File: src/rtl/cpu_pkg.sv
// Shared encodings for the simple-CPU bus sequencer: opcodes, FSM states and
// instruction field positions.
package cpu_pkg;

    typedef enum logic [2:0] {
        ST_IDLE = 3'd0,
        ST_S1   = 3'd1,
        ST_S2   = 3'd2,
        ST_S3   = 3'd3,
        ST_S4   = 3'd4
    } state_t;

    localparam logic [1:0] OP_MV  = 2'b00;
    localparam logic [1:0] OP_MVI = 2'b01;
    localparam logic [1:0] OP_ADD = 2'b10;
    localparam logic [1:0] OP_SUB = 2'b11;

    localparam int OP_MSB = 7;
    localparam int OP_LSB = 6;
    localparam int RX_MSB = 5;
    localparam int RX_LSB = 4;
    localparam int RY_MSB = 3;
    localparam int RY_LSB = 2;

    // IR keeps only instr[OP_MSB:RY_LSB]; the low bits carry no meaning.
    localparam int IR_W = OP_MSB - RY_LSB + 1;

endpackage

File: src/rtl/cpu_bus_ctrl_dec2to4.sv
// 2-to-4 one-hot decoder with enable, drives the Rin/Rout strobe groups.
module dec2to4 (
    input  logic       en,
    input  logic [1:0] sel,
    output logic [3:0] onehot
);

    always_comb begin
        onehot = '0;
        if (en) begin
            onehot[sel] = 1'b1;
        end
    end

endmodule

File: src/rtl/cpu_bus_ctrl.sv
// Instruction sequencer for the 8-bit simple CPU: latches one instruction per
// run pulse and steps the shared bus through the register/adder strobes.
module cpu_bus_ctrl
    import cpu_pkg::*;
#(
    parameter int NREG = 4
) (
    input  logic            clk,
    input  logic            rst_n,
    input  logic            run,
    input  logic [7:0]      instr,
    output logic [NREG-1:0] r_in,
    output logic [NREG-1:0] r_out,
    output logic            din_out,
    output logic            a_in,
    output logic            g_in,
    output logic            g_out,
    output logic            addsub,
    output logic            busy,
    output logic            done
);

    state_t          state;
    state_t          state_nxt;
    logic [IR_W-1:0] ir;
    logic [1:0]      op;
    logic [1:0]      rx;
    logic [1:0]      ry;
    logic            rin_en;
    logic            rout_en;
    logic [1:0]      rout_sel;
    logic            instr_unused;

    assign instr_unused = ^instr[RY_LSB-1:0];

    assign op = ir[OP_MSB-RY_LSB -: 2];
    assign rx = ir[RX_MSB-RY_LSB -: 2];
    assign ry = ir[RY_MSB-RY_LSB -: 2];

    always_ff @(posedge clk or negedge rst_n) begin
        if (!rst_n) begin
            state <= ST_IDLE;
            ir    <= '0;
        end else begin
            state <= state_nxt;
            if (state == ST_IDLE && run) begin
                ir <= instr[OP_MSB:RY_LSB];
            end
        end
    end

    // Outputs depend only on state and IR, so reset clears them immediately.
    always_comb begin
        state_nxt = state;
        rin_en    = 1'b0;
        rout_en   = 1'b0;
        rout_sel  = rx;
        din_out   = 1'b0;
        a_in      = 1'b0;
        g_in      = 1'b0;
        g_out     = 1'b0;
        addsub    = 1'b0;
        done      = 1'b0;
        busy      = (state != ST_IDLE);

        case (state)
            ST_IDLE: begin
                if (run) begin
                    state_nxt = ST_S1;
                end
            end
            ST_S1: begin
                state_nxt = ST_S2;
                case (op)
                    OP_MV: begin
                        rout_en  = 1'b1;
                        rout_sel = ry;
                    end
                    OP_MVI: begin
                        din_out = 1'b1;
                    end
                    default: begin
                        rout_en  = 1'b1;
                        rout_sel = rx;
                    end
                endcase
            end
            ST_S2: begin
                if (op == OP_MV || op == OP_MVI) begin
                    rin_en    = 1'b1;
                    done      = 1'b1;
                    state_nxt = ST_IDLE;
                end else begin
                    a_in      = 1'b1;
                    rout_en   = 1'b1;
                    rout_sel  = ry;
                    state_nxt = ST_S3;
                end
            end
            ST_S3: begin
                g_in      = 1'b1;
                g_out     = 1'b1;
                addsub    = (op == OP_SUB);
                state_nxt = ST_S4;
            end
            ST_S4: begin
                rin_en    = 1'b1;
                done      = 1'b1;
                state_nxt = ST_IDLE;
            end
            default: begin
                state_nxt = ST_IDLE;
            end
        endcase
    end

    dec2to4 u_dec_rin (
        .en     (rin_en),
        .sel    (rx),
        .onehot (r_in)
    );

    dec2to4 u_dec_rout (
        .en     (rout_en),
        .sel    (rout_sel),
        .onehot (r_out)
    );

endmodule
File: config.mk
export PLATFORM = sky130hd
export DESIGN_NAME = cpu_bus_ctrl
export DESIGN_NICKNAME = d
export VERILOG_FILES = /design/src/rtl/cpu_pkg.sv /design/src/rtl/cpu_bus_ctrl_dec2to4.sv /design/src/rtl/cpu_bus_ctrl.sv
export SDC_FILE = /design/constraint.sdc
export NUM_CORES = 1
export LEC_CHECK = 0
export ABC_AREA = 1
export BUFFER_PORTS_ARGS = -buffer_cell sky130_fd_sc_hd__buf_4
export CAP_MARGIN = 20
export CORE_AREA = 5 5 42 44
export CTS_BUF_LIST = sky130_fd_sc_hd__clkbuf_8
export DETAILED_ROUTE_END_ITERATION = 6
export DIE_AREA = 0 0 47 49
export HOLD_SLACK_MARGIN = 0.08
export MAX_ROUTING_LAYER = met4
export PLACE_DENSITY = 0.73
export SLEW_MARGIN = 20
export SYNTH_ARGS = -nofsm -noshare
export SYNTH_HDL_FRONTEND = slang
export SYNTH_SLANG_ARGS = --single-unit
File: constraint.sdc
create_clock -name clk -period 1.9 [get_ports clk]
set_clock_uncertainty 0.1 [all_clocks]
set_input_delay 0 -clock clk [delete_from_list [all_inputs] [get_ports clk]]
set_output_delay 0 -clock clk [all_outputs]
set_load 0.005 [all_outputs]
==> flow_metrics.py <==
metrics = {
    "run_status": {
        "status": "completed",
    },
    "timing": {
        "slew_viol_final": 0,
        "worst_slew_pin_slew_ns": 0.408,
        "slew_headroom": 0.727,
        "period_minus_slack_ns": 1.55,
        "fin_setup_tns_ns": 0,
        "hold_viol_final": 0,
        "setup_viol_count_final": 0,
        "fmax_mhz": 647,
        "rsz0062_at_grt": "false",
        "post-route-period-util": 0.813,
        "hold_slack_ns": 0.0935,
    },
    "worst_setup_path": {
        "r2r_cells": 4,
        "critPathSlowestCell": "dfrtp_1",
        "cp.required_ns": 1.80,
        "end_kind": "output port",
        "arrival_ns": 1.45,
        "crit_path_frequent_cell": "nand2_1",
        "path_class": "flop to output port",
        "slowest_delay_ns": 0.38,
        "reg2reg_slack_ns": 0.56,
        "worst-path-max-fanout": 6,
        "r2r_end": "ir[4]",
        "worstSetupStartpointType": "flop",
        "crit_chain": "inv_2 -> nand2_1 -> nor2_1 -> nand2_1 -> nand2_1 -> nand4_1 -> nor2_1 -> buf_4",
        "r2r-start": "state[1]",
    },
    "die": {
        "core_mm2": 0.00140,
        "ios": 26,
        "die-height_um": 49,
        "floorplan.initialDensity": 0.401,
        "num_rows": 14,
        "dieArea_mm2": 0.00230,
        "die_w_um": 47,
    },
    "finish": {
        "final_common_cell": "buf_4",
        "fillers": 139,
        "final_cell_mix": "buf_4 (24), nor2_1 (20), nand2_1 (14)",
        "area.growth.synth_to_final_pct": 53.9,
        "drive_gt1_frac": 0.259,
        "diodes": 0,
        "layout.nets": 128,
    },
    "detailed_routing": {
        "wirelength_um": 1440,
        "drc": 0,
        "drt_iter0_markers": 5,
        "dr.pass1.iters": 4,
        "via_per_inst": 4.64,
        "num_vias": 613,
        "ant_nets": 0,
        "wl_per_cell_um": 10.9,
    },
    "global_routing": {
        "gr-usage-met2": 0.258,
        "grt.busiest_layer": "met2",
        "gr-total-overflow": 0,
        "grt_pass1_vias": 625,
        "grtUsageMet1": 0.180,
        "grt_max_degree": 13,
        "grt_pass1_wl_um": 2640,
        "track_usage": 0.164,
        "met3_usage": 0.0258,
        "antenna_found_initial": 0,
    },
    "yosys": {
        "syn_area_per_cell_um2": 6.77,
        "syn_area_um2": 562,
        "synth_fp_nets": 94,
        "synth_cells": 83,
        "yosysWarnings": 0,
        "synth-seq-area-share": 0.401,
        "ys_ff_latch": 9,
        "synthDistinctLibCells": 14,
        "synth_top_area_cell": "dfrtp_1",
        "synth_top_area_share": 0.401,
        "synthTopCellsByArea": "dfrtp_1 (40%), nor2_1 (13%), nand2_1 (9.4%)",
    },
    "clock_network": {
        "numCtsBuffers": 3,
        "cts_root_buf": "clkbuf_8",
        "path_clk_slew_ns": 0.04,
        "cts_sinks": 9,
        "cts_resized": 0,
        "cts_hold_buf": 8,
        "h-tree-depth": 1,
        "cts_tree": "built",
        "clk_latency_ns": 0.23,
        "postCtsSetupBuffers": 0,
        "clock_path_buffers": 2,
    },
    "placed_design": {
        "portBuffers": 23,
        "dpl.hpwl_um": 1050,
        "place.gp.congestion": 0.775,
    },
    "min_path": {
        "worstHoldStart": "run",
        "worstHoldEndpoint": "state[0]",
        "hold_class": "input pin to flop",
        "whs_path_depth": 4,
    },
    "job": {
        "maxCapViolCount": 0,
    },
    "power": {
        "power.static_leakage_nw": 0.479,
        "powerDensity_mw_per_mm2": 1500,
        "ir_worst_vdd_uv": 705,
    },
}
-- layer usage --
| metal | vias to the layer above | part of all wire | routed length, um |
|---|---|---|---|
| met5 | - | 0 | 0 |
| met4 | 0 | 0.032 | 46 |
| met3 | 4 | 0.051 | 74 |
| met2 | 15 | 0.50 | 720 |
| met1 | 266 | 0.42 | 597 |
| li1 | 328 | - | - |
-- power breakdown --
part	internal (mW)	leakage [nW]	switching [mW]	total (mW)
clock network	0.141	0.0269	0.0741	0.215
registers	0.280	0.105	0.0930	0.373
logic	0.318	0.348	0.390	0.708
total	0.738	0.479	0.558	1.30
-- sequential cells by signal, summed over array words and instances (netlist names) --
name,flops
state,3
ir,6
-- worst max-delay path, delay by kind of cell (launching register included) --
kind	cells	cell delay [ns]
AND/OR/NAND/NOR	6	0.62
flip-flops	1	0.38
buffers and inverters	2	0.20
-- area by class of cell --
type                    instances  area [um^2]  share of cell area
well taps                      16         20.0              0.0232
repair buffers                 32          260               0.301
multi-input cells              59          269               0.311
clock inverters                 1         3.75             0.00434
flip-flops and latches          9          225               0.260
clock buffers                   3         41.3              0.0478
inverters                      12         45.0              0.0521
-- synthesized netlist by cell type --
cell / n
o21a_1: 1
a21oi_1: 6
nand3_2: 1
inv_2: 1
nand2_1: 14
nor3_1: 4
dfrtp_1: 9
nor2_1: 20
mux2_2: 1
o21ai_0: 2
buf_4: 3
nand4_1: 2
inv_1: 11
nand3_1: 8
-- worst max path at each step --
stage	start	endpoint	slack (ns)	cells after the start
detailed placement	state[1]	ir[4]	0.56	4
CTS	state[2]	r_out[0]	0.33	8
global route	state[2]	r_out[1]	0.15	8
floorplan	state[0]	ir[5]	0.72	5
global placement	state[0]	ir[4]	0.59	4
finish	state[2]	r_out[0]	0.35	8
-- stage by stage --
stage	setup WS, ns	utilization	instances	total power [mW]	area [um^2]
global placement	0.592	0.528	120	1.05	739
finish	0.355	0.617	132	1.30	865
detailed placement	0.565	0.528	120	1.07	739
CTS	0.331	0.617	132	1.31	865
floorplan	0.724	-	83	0.830	562
global route	0.147	0.617	132	1.44	865
-- kinds of logic (layout without fill, tap and decap cells) --
logic type,count (synthesis),in the layout,share of synthesized area
simple gates,49,49,0.374
buf+inv,15,48,0.120
compound gates,9,9,0.0846
flops,9,9,0.401
mux,1,1,0.0200
(Power assumes the default switching activity.)
